===== config.mk =====
export PLATFORM = sky130hd
export DESIGN_NAME = fetch_unit
export DESIGN_NICKNAME = d
export VERILOG_FILES = /design/src/rtl/fetch_unit.sv
export SDC_FILE = /design/constraint.sdc
export NUM_CORES = 1
export LEC_CHECK = 0
export ABC_CLOCK_PERIOD_IN_PS = 9900
export CAP_MARGIN = 15
export CORE_MARGIN = 2
export CORE_UTILIZATION = 52
export CTS_CLUSTER_DIAMETER = 200
export DETAILED_ROUTE_END_ITERATION = 8
export GPL_TIMING_DRIVEN = 1
export PLACE_DENSITY_LB_ADDON = 0.12
export SETUP_SLACK_MARGIN = 0.15
export SYNTH_ARGS = -nofsm -noshare
export SYNTH_HDL_FRONTEND = slang
export SYNTH_SLANG_ARGS = --single-unit

===== constraint.sdc =====
create_clock -name clk -period 9.9 [get_ports clk]
set_input_delay 2.475 -clock clk [delete_from_list [all_inputs] [get_ports clk]]
set_output_delay 2.475 -clock clk [all_outputs]
set_load 0.005 [all_outputs]

===== src/rtl/fetch_unit.sv =====
// Instruction-fetch stage: owns the PC, issues instruction-memory reads and
// buffers returned words in a 2-entry queue handed to decode via valid/ready.
module fetch_unit #(
    parameter logic [31:0] RESET_PC = 32'h0000_0000,
    parameter logic [31:0] PC_STEP  = 32'd4
) (
    input  logic        clk,
    input  logic        rst,
    output logic        imem_en,
    output logic [31:0] imem_addr,
    input  logic [31:0] imem_rdata,
    output logic        inst_valid,
    input  logic        inst_ready,
    output logic [31:0] instruction,
    output logic [31:0] pc,
    output logic [31:0] next_address,
    input  logic [31:0] redirect_pc,
    input  logic        beq,
    input  logic        zero,
    input  logic        jump,
    input  logic [15:0] branch_off,
    input  logic [25:0] jump_target
);

    logic [31:0] fetch_pc_q, fetch_pc_d;
    logic [31:0] issue_pc_q, issue_pc_d;
    logic        inflight_q, inflight_d;
    logic        drop_q, drop_d;
    logic [1:0]  count_q, count_d;
    logic        rd_ptr_q, rd_ptr_d;
    logic        wr_ptr_q, wr_ptr_d;
    logic [31:0] fifo_pc_q    [2];
    logic [31:0] fifo_instr_q [2];

    logic        take, pop, push, issue;
    logic [31:0] seq_pc, jump_tgt, branch_tgt, redirect_tgt;
    logic [2:0]  occupancy;

    always_comb begin
        take         = jump | (beq & zero);
        seq_pc       = redirect_pc + 32'd4;
        jump_tgt     = {seq_pc[31:28], jump_target, 2'b00};
        branch_tgt   = seq_pc + {{14{branch_off[15]}}, branch_off, 2'b00};
        redirect_tgt = jump ? jump_tgt : branch_tgt;

        inst_valid   = (count_q != 2'd0);
        pop          = inst_valid & inst_ready;
        push         = inflight_q & ~drop_q;
        // Slots already claimed (queued + in flight) after this cycle's pop.
        occupancy    = {1'b0, count_q} + {2'b00, inflight_q} - {2'b00, pop};
        issue        = ~rst & ~take & (occupancy < 3'd2);

        imem_en      = issue;
        imem_addr    = fetch_pc_q;
        instruction  = inst_valid ? fifo_instr_q[rd_ptr_q] : '0;
        pc           = inst_valid ? fifo_pc_q[rd_ptr_q] : '0;
        next_address = inst_valid ? fifo_pc_q[rd_ptr_q] + PC_STEP : '0;
    end

    always_comb begin
        fetch_pc_d = fetch_pc_q;
        issue_pc_d = issue_pc_q;
        inflight_d = issue;
        drop_d     = take & issue;
        count_d    = count_q;
        rd_ptr_d   = rd_ptr_q;
        wr_ptr_d   = wr_ptr_q;
        if (issue) begin
            issue_pc_d = fetch_pc_q;
        end
        if (take) begin
            // Redirect flushes the queue and ignores any same-cycle pop.
            fetch_pc_d = redirect_tgt;
            count_d    = '0;
            rd_ptr_d   = 1'b0;
            wr_ptr_d   = 1'b0;
        end else begin
            if (issue) begin
                fetch_pc_d = fetch_pc_q + PC_STEP;
            end
            count_d = count_q + {1'b0, push} - {1'b0, pop};
            if (push) begin
                wr_ptr_d = ~wr_ptr_q;
            end
            if (pop) begin
                rd_ptr_d = ~rd_ptr_q;
            end
        end
    end

    always_ff @(posedge clk) begin
        if (rst) begin
            fetch_pc_q <= RESET_PC;
            issue_pc_q <= RESET_PC;
            inflight_q <= 1'b0;
            drop_q     <= 1'b0;
            count_q    <= '0;
            rd_ptr_q   <= 1'b0;
            wr_ptr_q   <= 1'b0;
        end else begin
            fetch_pc_q <= fetch_pc_d;
            issue_pc_q <= issue_pc_d;
            inflight_q <= inflight_d;
            drop_q     <= drop_d;
            count_q    <= count_d;
            rd_ptr_q   <= rd_ptr_d;
            wr_ptr_q   <= wr_ptr_d;
        end
    end

    // Payload storage needs no reset: outputs are gated by inst_valid.
    always_ff @(posedge clk) begin
        if (!rst && !take && push) begin
            fifo_pc_q[wr_ptr_q]    <= issue_pc_q;
            fifo_instr_q[wr_ptr_q] <= imem_rdata;
        end
    end

endmodule


==> metrics, run 1 <==
status=completed; vias in the first global route=9036; max-cap violations=0; core area=21700 µm²; Synth top area share=33.6%; met2 WL=14200 µm; Final min period=8310 ps; Residual DRC=0; Starting DRT DRC Count=688; vias=9531; commonest non-fill, non-tap cell in the layout=clkdlybuf4s50_1; Startpoint Class=primary input; Slew Limit Fails=0; H-tree Lvls=4; met3 WL=1600 µm; top cells by area, synth=edfxtp_1 (34%), dfxtp_1 (12%), nor2_1 (5.2%), mux2i_1 (5.0%), xnor2_1 (4.6%); Post-Route Setup TNS=0 ps; #FFs+latches synth=199; Power, Total=1.90 mW; Synthesized Nets=1349; worst hold stages=0; routability cong.=0.857; Post-synth EDFFs=128; flop-to-flop setup slack=5190 ps; Final ANT Viol Nets=0; Post-Route Skew=10.5 ps; crit-path most repeated cell=buf_4; WS Path Type=in -> out; crit end category=output pin; DR vias/cell=5.61; P_leak=5.33 nW; cell count after synthesis=1195; Fillers=1775; Synth Cell Area=11400 µm²; Top Layer Used=met4; commonest non-fill, non-tap cells in the layout=clkdlybuf4s50_1 (241), nor2_1 (158), nand2_1 (135); CTS Hold Buffers Added=0; diode count=0; drt wl/cell=17.0 µm; final worst-path cycle share=83.9%; final setup fails=0; nets=1561; Reg clk slew, reported paths=80 ps; crit-path max FO=34; Initial Util=52.7%; die width=152 µm; post-CTS setup buffers=0; worst slew pin tran=1010 ps; Worst-Skew Late Latency=430 ps; Met1 Wirelength=12600 µm; TritonCTS clock tree=built; Netlist cell types=79; worst-path cell chain=clkdlybuf4s50_1, and2_1, ha_1, nand2b_1, fa_1, xnor2_1, and3_1, buf_4, nand2_1, buf_4, inv_1, buf_4, clkdlybuf4s50_1; CP max stage delay=570 ps; GR Overflow Total=0; Max Clk Rate=120 MHz; initial antenna violation count=0; Reg2Reg Depth=16; Worst slew margin=32.8%; Seq/Total Area, Yosys=46.1%; die footprint=23200 µm²; I/O Buffers=241; synth-to-layout area growth=27.9%; DP Wirelength=21200 µm; Avg Inst Size Synth=9.56 µm²; first-pass GRT wire length=46800 µm; Final Routed Wirelength=29000 µm; Pre-Repair DR Iteration Count=5; # IOs=242; cts repair resizes=0; power density over the cells=130 nW/µm²; layout cells sized above 1=5.00%; slowest cell on the critical path=clkdlybuf4s50_1; # rows=54; peak supply drop=112 µV; Warnings, synthesis=0; ys flop type=edfxtp_1; Root Buffer=clkbuf_16; Die H=152 µm; Total GRT Usage=24.7%; Async S/R FF share, synth=0%; crit path DAT=5830 ps; Critical Path RT=7430 ps; post-synth top area cell=edfxtp_1; largest net degree at the start of global routing=90; CTS Buf Count=17; Min-Delay Path Class=reg -> reg; RSZ-0062 raised after global routing=false; final hold vios=0; CTS sink count=199; Longest Clk Path Bufs=2
## worst max-delay path: cells and delay by family
kind	cells	cell delay (ps)
buf+inv	6	1920
xor+xnor	1	170
simple gates	4	610
fa+ha+maj	2	630
## through the flow
| stage | hold WS, ps | setup WS [ps] | area (µm²) | std cells | utilization [%] |
|---|---|---|---|---|---|
| after global routing | 464 | 1380 | 14600 | 1700 | 67.4 |
| after detailed placement | 442 | 1590 | 14000 | 1668 | 64.7 |
| after global placement | 433 | 1640 | 14000 | 1668 | 64.7 |
| final | 460 | 1590 | 14600 | 1700 | 67.4 |
| after floorplan | 425 | 1830 | 11400 | 1195 | - |
| after CTS | 460 | 1580 | 14600 | 1700 | 67.4 |
## sequential cells by signal (all words and copies together) (netlist names), named ones only
| name | flops |
|---|---|
| count_q | 2 |
| drop_q | 1 |
| issue_pc_q | 32 |
| imem_addr | 32 |
| fifo_pc_q | 64 |
| wr_ptr_q | 1 |
| inflight_q | 1 |
| rd_ptr_q | 1 |
| fifo_instr_q | 64 |
## final cells by class
cell class                 instances  area [µm²]  area share [%]
multi-input combinational        911        5810            39.8
sequential                       199        5270            36.0
clock inverter                    13         131           0.899
clock buffer                      19         454            3.11
timing repair buffer             254        2510            17.2
tap                              280         350            2.40
inverter                          24        90.1           0.616
## path summary, 6_finish.rpt
path                       start                to
setup / recovery      inst_ready           imem_en
hold / removal    issue_pc_q[25]  fifo_pc_q[1][25]
setup reg to reg      count_q[1]     imem_addr[10]
hold reg to reg   issue_pc_q[25]  fifo_pc_q[1][25]
## cell families after synthesis
kind of cell	Yosys count	share of synthesized area (%)
adder cells (fa/ha/maj)	42	4.73
multiplexers	59	5.19
other	1	0.0328
XOR/XNOR	95	7.28
AND/OR/NAND/NOR	497	20.6
flip-flops	199	46.1
buffers and inverters	85	3.21
AO/OA/AOI/OAI	217	12.9
## report_power, final
group          internal [mW]  switching (mW)  total [mW]
logic                  0.148           0.152       0.300
registers              0.900          0.0260       0.926
clock network          0.350           0.325       0.675
total                   1.40           0.504        1.90
## cells in the mapped netlist (8+ instances only)
| library cell | n |
|---|---|
| mux2i_1 | 57 |
| xnor2_1 | 60 |
| buf_2 | 10 |
| nor2_1 | 159 |
| o21ai_0 | 30 |
| o211ai_1 | 8 |
| a21o_1 | 23 |
| xor2_1 | 35 |
| nand2_1 | 135 |
| and3_1 | 24 |
| a211oi_1 | 18 |
| nand4_1 | 24 |
| edfxtp_1 | 128 |
| nand3_1 | 69 |
| a21oi_1 | 63 |
| ha_1 | 40 |
| nor3_1 | 21 |
| dfxtp_1 | 71 |
| and2_1 | 14 |
| clkbuf_1 | 38 |
| and4_1 | 8 |
| inv_1 | 22 |
## layer usage
| layer | vias to the layer above | global-route usage (%) |
|---|---|---|
| li1 | 4749 | - |
| met1 | 4430 | 32.2 |
| met2 | 313 | 42.1 |
| met3 | 39 | 4.12 |
| met4 | 0 | 8.23 |
| met5 | - | 0 |
Note: power is estimated with default switching activity, not from simulation.
==> inputs of run 2 (changes only) <==
- ABC_CLOCK_PERIOD_IN_PS: 9900 -> 7500
- CORE_UTILIZATION: 52 -> 47
- clock period: 9.9 -> 7.5 ns (I/O delays scaled with it)
==> metrics, run 2 (synthesis results as in run 1) <==
status=completed; CTS sink count=199 (unchanged); Starting DRT DRC Count=450 (-35%); Max Clk Rate=156 MHz; final setup fails=0 (unchanged); die footprint=25600 µm² (+10%); dpl ws=1040 ps (-549 ps); peak supply drop=157 µV (+39%); Worst slew margin=41.4% (+8.6 points); synth-to-layout area growth=28.3%; drt wl/cell=16.7 µm (-2.1%); flop-to-flop setup slack=3840 ps (-1350 ps); crit end category=output pin; nets=1561 (unchanged); Reg-to-Reg Start=count_q[1]; vias=9418 (-1.2%); worst setup path start=inst_ready; crit path DAT=4540 ps (-1290 ps); Post-DP Area=14100 µm² (+0.39%); Root Buffer=clkbuf_16; Hold Slack=456 ps (-3.74 ps); Initial Util=47.4% (-5.3 points); die width=160 µm (+5.1%); Post-Route Utilization=60.8% (-6.6 points); commonest non-fill, non-tap cell in the layout=clkdlybuf4s50_1; routability cong.=0.904 (+5.5%); post-route cell area=14700 µm² (+0.33%); worst slew pin tran=878 ps (-129 ps); RSZ-0062 raised after global routing=false; Reg clk slew, reported paths=70 ps (about the same); crit-path max FO=3 (-91%); max-cap violations=0 (unchanged); Final min period=6420 ps; Worst-Skew Late Latency=430 ps (about the same); GR Overflow Total=0 (unchanged); power density over the cells=170 nW/µm² (+31%); # IOs=242 (unchanged); Power, Total=2.50 mW (+31%); final worst-path cycle share=85.6%; sequential power share=48.9% (+0.2 points); post-CTS setup buffers=0 (unchanged); Layout Cells excl Fill=1744 (+2.6%); Largest regs=fifo_instr_q: 64 flops, fifo_pc_q: 64 flops; Residual DRC=0 (unchanged); Pre-Repair DR Iteration Count=5 (unchanged); diode count=0 (unchanged); total internal power=1.84 mW (+32%); final hold vios=0 (unchanged); dpl cells=1712 (+2.6%); Die H=160 µm (+5.1%); P_leak=5.32 nW (about the same); H-tree Lvls=4 (unchanged); CTS Buf Count=17 (unchanged); first-pass GRT wire length=45900 µm (-1.8%); Final ANT Viol Nets=0 (unchanged); # rows=57 (+5.6%); DR vias/cell=5.40 (-3.7%); layout cells sized above 1=5.00% (unchanged); Total GRT Usage=22.2% (-2.5 points); Comb pwr share=15.8% (about the same); largest net degree at the start of global routing=89 (-1.1%); commonest non-fill, non-tap cells in the layout=clkdlybuf4s50_1 (241), nor2_1 (158), nand2_1 (135); worst hold start=issue_pc_q[3]; DP Wirelength=21700 µm (+2.2%); Slew Limit Fails=0 (unchanged); Net Switching=0.655 mW (+30%); Final Routed Wirelength=29100 µm (+0.44%); I/O Buffers=241 (unchanged); initial antenna violation count=0 (unchanged); Post-Route Skew=9.01 ps (-1.45 ps); cts repair resizes=0 (unchanged); vias in the first global route=8823 (-2.4%); TritonCTS clock tree=built; Longest Clk Path Bufs=2 (unchanged); WS Path Type=in -> out; Post-Route Setup TNS=0 ps (unchanged); core area=24100 µm² (+11%); Critical Path RT=5620 ps (-1810 ps); Startpoint Class=primary input; clock share of power=35.2% (-0.3 points); CTS Hold Buffers Added=0 (unchanged); Min-Delay Path Class=reg -> reg; Sw Share=26.2% (-0.29 points); Final WS setup=1080 ps (-511 ps)
==> run 2: cell type report <==
class	count	area (µm²)
clock buffer	19	454
timing repair buffer	254	2510
multi-input combinational	911	5810
tap	324	405
clock inverter	13	124
sequential	199	5270
fill	2160	9440
inverter	24	90.1
==> run 2: worst paths after layout <==
check | end | cells after the start
worst min-delay path | fifo_pc_q[0][3] | 0
worst min register to register | fifo_pc_q[0][3] | 0
worst max register to register | imem_addr[28] | 12
worst max-delay path | imem_en | 10
==> run 2: metal layers <==
metal	global-route usage (%)	up-vias	wire, µm
li1	-	4758	-
met1	28.7	4344	13000
met2	38.1	283	13900
met3	4.23	33	1640
met4	6.43	0	552
met5	0	-	0
==> run 2: worst max-delay path, cell delays in order <==
cell and delay [ps]:
clkdlybuf4s50_1 520, and2_1 230, ha_1 250, nand2b_1 160, fa_1 380, xnor2_1 180
and3_1 200, nand2_1 70, inv_1 160, clkdlybuf4s50_1 510
==> run 2: power by group through the flow <==
stage                     Clock, mW  Sequential, mW  Combinational (mW)
after floorplan                   0            1.24               0.226
after global placement            0            1.25               0.391
after detailed placement          0            1.25               0.393
after CTS                     0.903            1.22               0.395
after global routing          0.941            1.23               0.434
final                         0.881            1.22               0.395
